==> src/rtl/sketch_pkg.sv <==
// Shared widths, latency and stage-carry type for the sketch colour-dodge blend.
// The divider pipeline passes one div_stage_t per stage.
package sketch_pkg;

    localparam int PIX_W         = 8;
    localparam int NUM_W         = 16;
    localparam int REM_W         = 9;
    localparam int DIV_STAGES    = NUM_W;
    localparam int DODGE_LATENCY = DIV_STAGES + 2;

    localparam logic [PIX_W-1:0] PIX_MAX = '1;

    // Everything one restoring step needs travels together, so adjacent pixels
    // with different divisors never share state.
    typedef struct packed {
        logic [REM_W-1:0] rem;
        logic [NUM_W-1:0] num;
        logic [PIX_W-1:0] div;
        logic             dz;
        logic [NUM_W-1:0] quo;
    } div_stage_t;

    // Divide-by-zero and any quotient above one pixel clip to white.
    function automatic logic [PIX_W-1:0] dodge_saturate(
        input logic [NUM_W-1:0] quo,
        input logic             dz
    );
        if (dz || (|quo[NUM_W-1:PIX_W])) begin
            return PIX_MAX;
        end
        return quo[PIX_W-1:0];
    endfunction

endpackage

==> src/rtl/sketch_dodge_blend_if.sv <==
// Pixel-stream bundle between the Gaussian filter and the dodge blend stage.
// The block takes the slave view; a source or bench takes the master view.
interface sketch_dodge_blend_if;
    import sketch_pkg::*;

    logic             pre_vs;
    logic             pre_de;
    logic [PIX_W-1:0] pre_blur;
    logic [PIX_W-1:0] pre_orig;

    logic             post_vs;
    logic             post_de;
    logic [PIX_W-1:0] post_data;

    modport master (
        output pre_vs,
        output pre_de,
        output pre_blur,
        output pre_orig,
        input  post_vs,
        input  post_de,
        input  post_data
    );

    modport slave (
        input  pre_vs,
        input  pre_de,
        input  pre_blur,
        input  pre_orig,
        output post_vs,
        output post_de,
        output post_data
    );

endinterface

==> src/rtl/sketch_div_stage.sv <==
// One registered restoring-division step: brings down the next numerator bit,
// subtracts the divisor when it fits and shifts the resulting quotient bit in.
module sketch_div_stage
    import sketch_pkg::*;
(
    input  logic       clk,
    input  div_stage_t stage_i,
    output div_stage_t stage_o
);

    logic [REM_W:0] trial_rem;
    logic [REM_W:0] div_ext;
    logic           take;
    div_stage_t     stage_d;
    div_stage_t     stage_q;

    // The remainder stays below the divisor, so the truncation back to
    // REM_W bits after the subtract never loses information.
    always_comb begin
        trial_rem     = {stage_i.rem, stage_i.num[NUM_W-1]};
        div_ext       = {{(REM_W + 1 - PIX_W){1'b0}}, stage_i.div};
        take          = (trial_rem >= div_ext);
        stage_d       = stage_i;
        stage_d.num   = {stage_i.num[NUM_W-2:0], 1'b0};
        stage_d.quo   = {stage_i.quo[NUM_W-2:0], take};
        stage_d.rem   = take ? REM_W'(trial_rem - div_ext) : trial_rem[REM_W-1:0];
    end

    // Data path only: no reset, no enable; invalid slots are masked downstream.
    always_ff @(posedge clk) begin
        stage_q <= stage_d;
    end

    assign stage_o = stage_q;

endmodule

==> src/rtl/sketch_dodge_blend.sv <==
// Colour-dodge blend: out = min(255, orig*255 / (255 - blur)), one pixel per
// clock through a 16-step restoring divider, vs/de delayed to stay aligned.
module sketch_dodge_blend
    import sketch_pkg::*;
#(
    parameter bit INVERT_BLUR = 1'b0
) (
    input  logic                 clk,
    input  logic                 rst,
    sketch_dodge_blend_if.slave  bus
);

    logic [PIX_W-1:0] blur_eff;
    logic [PIX_W-1:0] div_in;
    logic [NUM_W-1:0] num_in;
    div_stage_t       stage0_d;
    div_stage_t       stage0_q;

    // orig*255 is formed as orig*256 - orig to avoid a multiplier.
    always_comb begin
        blur_eff     = INVERT_BLUR ? (PIX_MAX - bus.pre_blur) : bus.pre_blur;
        div_in       = PIX_MAX - blur_eff;
        num_in       = {bus.pre_orig, {PIX_W{1'b0}}} - NUM_W'(bus.pre_orig);
        stage0_d     = '0;
        stage0_d.num = num_in;
        stage0_d.div = div_in;
        stage0_d.dz  = (div_in == '0);
    end

    always_ff @(posedge clk) begin
        stage0_q <= stage0_d;
    end

    div_stage_t stage_w [DIV_STAGES+1];

    assign stage_w[0] = stage0_q;

    generate
        for (genvar gi = 0; gi < DIV_STAGES; gi++) begin : g_div
            sketch_div_stage u_stage (
                .clk     (clk),
                .stage_i (stage_w[gi]),
                .stage_o (stage_w[gi+1])
            );
        end
    endgenerate

    // Bit k of each delay line is co-timed with divider stage k.
    logic [DODGE_LATENCY-1:0] vs_sr_q;
    logic [DODGE_LATENCY-1:0] de_sr_q;

    always_ff @(posedge clk) begin
        if (rst) begin
            vs_sr_q <= '0;
            de_sr_q <= '0;
        end else begin
            vs_sr_q <= {vs_sr_q[DODGE_LATENCY-2:0], bus.pre_vs};
            de_sr_q <= {de_sr_q[DODGE_LATENCY-2:0], bus.pre_de};
        end
    end

    logic [PIX_W-1:0] post_data_d;
    logic [PIX_W-1:0] post_data_q;

    always_comb begin
        post_data_d = '0;
        if (de_sr_q[DODGE_LATENCY-2]) begin
            post_data_d = dodge_saturate(stage_w[DIV_STAGES].quo, stage_w[DIV_STAGES].dz);
        end
    end

    always_ff @(posedge clk) begin
        if (rst) begin
            post_data_q <= '0;
        end else begin
            post_data_q <= post_data_d;
        end
    end

    assign bus.post_vs   = vs_sr_q[DODGE_LATENCY-1];
    assign bus.post_de   = de_sr_q[DODGE_LATENCY-1];
    assign bus.post_data = post_data_q;

    // Final remainder, drained numerator and divisor copy have no consumer.
    logic unused_tail;
    assign unused_tail = ^{stage_w[DIV_STAGES].rem, stage_w[DIV_STAGES].num,
                           stage_w[DIV_STAGES].div};

endmodule

==> src/flat_wrapper.sv <==
// flat-port wrapper written by rule: the top's interface ports become plain ports
module sketch_dodge_blend_flat import sketch_pkg::*;
#(
    parameter bit INVERT_BLUR = 1'b0
)
  (clk, rst, bus_pre_vs, bus_pre_de, bus_pre_blur, bus_pre_orig, bus_post_vs, bus_post_de, bus_post_data);
  sketch_dodge_blend_if bus_i ();
  input  logic clk;
  input  logic rst;
  input wire logic [$bits(bus_i.pre_vs)-1:0] bus_pre_vs;
  input wire logic [$bits(bus_i.pre_de)-1:0] bus_pre_de;
  input wire logic [$bits(bus_i.pre_blur)-1:0] bus_pre_blur;
  input wire logic [$bits(bus_i.pre_orig)-1:0] bus_pre_orig;
  output wire logic [$bits(bus_i.post_vs)-1:0] bus_post_vs;
  output wire logic [$bits(bus_i.post_de)-1:0] bus_post_de;
  output wire logic [$bits(bus_i.post_data)-1:0] bus_post_data;
  assign bus_i.pre_vs = bus_pre_vs;
  assign bus_i.pre_de = bus_pre_de;
  assign bus_i.pre_blur = bus_pre_blur;
  assign bus_i.pre_orig = bus_pre_orig;
  assign bus_post_vs = bus_i.post_vs;
  assign bus_post_de = bus_i.post_de;
  assign bus_post_data = bus_i.post_data;
  sketch_dodge_blend #(.INVERT_BLUR(INVERT_BLUR)) u_core (.clk(clk), .rst(rst), .bus(bus_i));
endmodule
==> config.mk <==
export PLATFORM = sky130hd
export DESIGN_NAME = sketch_dodge_blend_flat
export DESIGN_NICKNAME = d
export VERILOG_FILES = /design/src/rtl/sketch_pkg.sv /design/src/rtl/sketch_dodge_blend_if.sv /design/src/rtl/sketch_div_stage.sv /design/src/rtl/sketch_dodge_blend.sv /design/src/flat_wrapper.sv
export SDC_FILE = /design/constraint.sdc
export NUM_CORES = 1
export LEC_CHECK = 0
export BUFFER_PORTS_ARGS = -buffer_cell sky130_fd_sc_hd__buf_2
export CORE_AREA = 3 3 179 181
export DETAILED_ROUTE_END_ITERATION = 7
export DIE_AREA = 0 0 182 184
export GPL_TIMING_DRIVEN = 0
export HOLD_SLACK_MARGIN = 0.03
export PLACE_DENSITY = 0.82
export SETUP_SLACK_MARGIN = 0.02
export SLEW_MARGIN = 5
export SYNTH_ARGS = -nofsm -noshare
export SYNTH_HDL_FRONTEND = slang
export SYNTH_SLANG_ARGS = --single-unit
==> constraint.sdc <==
create_clock -name clk -period 3.7 [get_ports clk]
set_input_delay 0.185 -clock clk [delete_from_list [all_inputs] [get_ports clk]]
set_output_delay 0.185 -clock clk [all_outputs]
set_load 0.02 [all_outputs]
# Word-level counts from Yosys, hierarchy flattened
# Cells that the tools add are included.
# W data, S select, Z words.
dict set report totals {
  ff_bits 596
  in_bits 20
  output_inout_bits 10
  wordCells 141
}
dict set report classes {
  add_sub_neg 17
  order_cmp 16
  n_mux 19
  n_bitwise 1
  n_reduce_logical 4
}
# operator count
set ops {}
lappend ops {{$ge A10 B8 Y1} 15}
lappend ops {{$mux W9} 14}
lappend ops {{$sub A9 B8 Y9} 14}
lappend ops {{$mux W8} 2}
lappend ops {{$sub A16 B8 Y16} 1}
lappend ops {{$sub A1 B8 Y9} 1}
lappend ops {{$ge A1 B8 Y1} 1}
lappend ops {{$logic_not A8 Y1} 1}
lappend ops {{$reduce_or A8 Y1} 1}
lappend ops {{$sub A8 B8 Y8 const A} 1}
lappend ops {{$mux W1} 3}
lappend ops {{$reduce_or A2 Y1} 1}
lappend ops {{$logic_or A1 B1 Y1} 1}
lappend ops {{$not A1 Y1} 1}

# Depth between registers and ports, before layout
dict set report depth {
  ltp_word 5
  mapped_depth 11
  ltp_nobuf 9
}

# Modules after synthesis
# Synthesis repeated with hierarchy kept, for this count alone.
dict set report unflattened {
  hier_cells 2205
  hier_area_um2 26213.9
}
# mod instances cells_per_inst area_each_um2 seq_area_each_um2
set modules_own_cells {}
lappend modules_own_cells {{sketch_div_stage at u_core.g_div[0].u_stage ...} 15 127 1508.9 980.9}
lappend modules_own_cells {sketch_dodge_blend 1 176 2037.0 1381.3}
lappend modules_own_cells {{sketch_div_stage at u_core.g_div[4].u_stage} 1 124 1542.7 980.9}

# Least setup slack after synthesis
# No wires, ideal clock.
dict set report synth_path {
  path_kind {register to register}
  start {register u_core.g_div[0].u_stage.stage_q (netlist bit u_core.g_div[0].u_stage.stage_o[40])}
  end {register u_core.g_div[1].u_stage.stage_q (netlist bit u_core.g_div[1].u_stage.stage_o[42])}
  setup_ns 0.121
  arrival_ns 2.041
  t_required_ns 3.579
  path_slack_ns 1.537
  stages_incl_launch_ff 10
  path_buffers 1
  synth_period_minus_slack_ns 2.163
  path_cell_list {dfxtp_1 inv_1 ha_1 inv_1 fa_1 nand3_1 a21oi_1 or4_1 buf_6 mux2_4}
}
# element line
set synth_lines {}
lappend synth_lines {{from (decl)} sketch_div_stage.sv:15} ;# div_stage_t stage_q;
lappend synth_lines {{from (signal assigned)} sketch_div_stage.sv:31} ;# stage_q <= stage_d;
lappend synth_lines {{to (signal assigned)} sketch_div_stage.sv:31}
lappend synth_lines {{to (decl)} sketch_div_stage.sv:15}

==> reports/results.ini <==
[status]
outcome = complete, no violations

[grt]
grt-ovfl-total = 0
grt_pass1_wl_um = 58200
grt_pass1_vias = 12900
antenna_found_initial = 0
grt_usage = 0.207
grt_max_degree = 16

[sta]
rsz0062_at_grt = false
worst_pin_slew_ns = 0.680
slew_headroom = 0.543
finalCritPeriodShare = 0.677
finalClockSkew_ns = 0.0179
min_period_ns = 2.50
max_freq_mhz = 399
drv_slew = 0
hold_violations = 0
whs_ns = 0.305
fin_setup_tns_ns = 0
setup_violations = 0

[placement]
dpl.cell_count = 2230
gp_congestion = 0.897
post-dp-hpwl_um = 23800
io_buffers = 28
place_area_um2 = 20600

[final_layout]
layout_common_cells = dfxtp_1 (596), inv_1 (189), nand2_1 (132), ha_1 (124), o21ai_0 (101)
fin_cells = 2355
drive_gt1_frac = 0.0883
diodes = 0
area_delta_synth_final_pct = 13.7
fin_area_um2 = 22700
final_nets = 2072
final_common_cell = dfxtp_1
num-fill-cells = 2057

[synthesis]
synth_nets = 1964
ys_ff_latch = 596
ys_async_sr_fraction = 0
ys_seq_area_frac = 0.596
syn-mean-instance-area_um2 = 11.1
synth_edf_count = 0
synthMuxAreaShare = 0.0290
synth_cell_types = 52
synth_top_family_by_area = simple AND/OR/NAND/NOR gates
synth-compound-area-share = 0.108
synthSimpleGateAreaFrac = 0.113
yosys_warnings = 0
syn_inst = 1806
ys.flop_type = dfxtp_1
synth_xor_area_frac = 0.0214
synth_area_um2 = 20000
synthAdderAreaFrac = 0.0915

[floorplanning]
die_height_um = 184
initial_utilization = 0.654
die_area_um2 = 33500
ioPinCount = 30
dieWidth_um = 182
core_um2 = 30600
row_count = 64

[worst_setup_path]
r2r-end = u_core.g_div[5].u_stage.stage_o[48]
slowest_stage = nor4b_2
crit_type = register to register
reg2reg_depth = 9
worst_setup_path_end_kind = register
cp.arrival_ns = 2.94
cp_common_cell = inv_1
critical_path_buf_inv_count = 3
cpLargestDelayFamily = simple AND/OR/NAND/NOR gates
cp.depth = 9
rr_startpoint = u_core.g_div[4].u_stage.stage_o[40]
crit_chain = inv_1 > ha_1 > inv_1 > fa_1 > nand3_1 > a21oi_1 > nor4b_2 > inv_1 > mux2_2
critPathCapture = u_core.g_div[5].u_stage.stage_o[48]
max_stage_delay_ns = 0.60
r2r_slack_ns = 1.20
path_max_fanout = 4
start_kind = register
critPathRequiredTime_ns = 4.14
critPathLaunch = u_core.g_div[4].u_stage.stage_o[40]

[route]
via_count = 12600
drc = 0
ant_nets = 0
drt_iter0_drc = 680
post_drt_via_cell_ratio = 5.35
drt-total-wl_um = 34500
first_pass_iters = 5
wl_per_cell_um = 14.6

[clock_tree]
cts_inserted_buffers = 55
cts_setup_buffers = 0
cts_htree_levels = 2
cts_buffer_depth = 3
cts_tree = done
clk_pin_slew_ns = 0.06
clk_latency_ns = 0.57
clock-sinks = 596
cts-root-buf = clkbuf_16

[worst_hold_path]
min_path_type = primary input to register

[pwr]
p_leak_nw = 10.1
peakVddDrop_mv = 0.511
p_per_area_nw_per_um2 = 832

[flow_run]
drv_cap = 0

cell families (layout without fill, tap and decap cells):
family	after synthesis	after routing
AO/OA/AOI/OAI	351	351
XOR/XNOR	49	49
adder cells (fa/ha/maj)	138	138
buffers and inverters	209	362
flip-flops	596	596
multiplexers	54	54
AND/OR/NAND/NOR	409	409
per-stage QoR:
stage	util	power (mW)	setup slack (ns)
after floorplan	-	12.1	1.54
after global placement	0.675	13.0	1.34
after detailed placement	0.675	13.3	1.29
after CTS	0.744	19.0	1.22
after global routing	0.744	20.1	0.998
final	0.744	18.9	1.20
final cells by class:
| type | count | area (µm²) | area share |
|---|---|---|---|
| multi-input combinational | 1001 | 7270 | 0.320 |
| clock buffer | 76 | 1580 | 0.0693 |
| tap | 396 | 495 | 0.0218 |
| timing repair buffer | 51 | 370 | 0.0163 |
| inverter | 189 | 709 | 0.0312 |
| sequential | 596 | 11900 | 0.524 |
| clock inverter | 26 | 293 | 0.0129 |
| buffer | 20 | 100 | 0.00440 |
Yosys cell counts (all sizes together) (15+ instances only):
master	count	area share
o31ai	27	0.010
nand3	18	0.0045
a21o	23	0.0087
dfxtp	596	0.60
o21bai	15	0.0056
nor3	17	0.0043
xor2	29	0.013
inv	189	0.035
nand4	30	0.0094
o211ai	24	0.0090
nor2	67	0.013
a21oi	97	0.024
nand3b	15	0.0056
xnor2	20	0.0088
nand2b	30	0.0094
o21ai	101	0.025
nand2	132	0.025
ha	124	0.078
mux2i	28	0.014
nor2b	42	0.013
a21boi	27	0.010
mux2	26	0.015
what timing repair did:
| item | in CTS | in global routing |
|---|---|---|
| endpoints found under the hold margin | 31 | 0 |
| gates resized for setup | 0 | 0 |
| hold buffers | 23 | 0 |
registers in the layout, indices dropped and copies added, names as in the netlist:
name / count
u_core.vs_sr_q: 18
u_core.de_sr_q: 18
u_core.g_div.u_stage.stage_o: 527
u_core.bus.post_data: 8
u_core.stage0_q: 25
worst min path at each step:
stage / slack (ns) / start / end / cells past startpoint
6_report: 0.30 / bus_pre_orig[0] / u_core.stage0_q[25] / 2
5_1_grt: 0.30 / bus_pre_orig[0] / u_core.stage0_q[25] / 2
4_1_cts: 0.27 / bus_pre_orig[0] / u_core.stage0_q[25] / 2
3_5_place_dp: 0.31 / u_core.g_div[9].u_stage.stage_o[6] / u_core.g_div[10].u_stage.stage_o[7] / 0
3_3_place_gp: 0.31 / u_core.g_div[8].u_stage.stage_o[7] / u_core.g_div[9].u_stage.stage_o[8] / 0
2_1_floorplan: 0.21 / bus_pre_orig[0] / u_core.stage0_q[25] / 0
layer usage:
metal,vias up,wire length [µm],global-route usage
li1,6349,-,-
met1,5840,15000,0.250
met2,312,16900,0.371
met3,101,1540,0.0348
met4,0,1080,0.0765
met5,-,0,0
worst register-to-register path: cells and delay by family (launching register included):
kind                     cells  cell delay [ns]
AO/OA/AOI/OAI                1             0.12
adder cells (fa/ha/maj)      2             0.56
buffers and inverters        3             0.30
flip-flops                   1             0.30
multiplexers                 1             0.32
AND/OR/NAND/NOR              2             0.76
power by group:
part           internal (mW)  switching, mW
Clock                   3.34           2.30
Sequential              7.68          0.540
Combinational           2.20           2.88
Power figures use the tool's default switching activity.
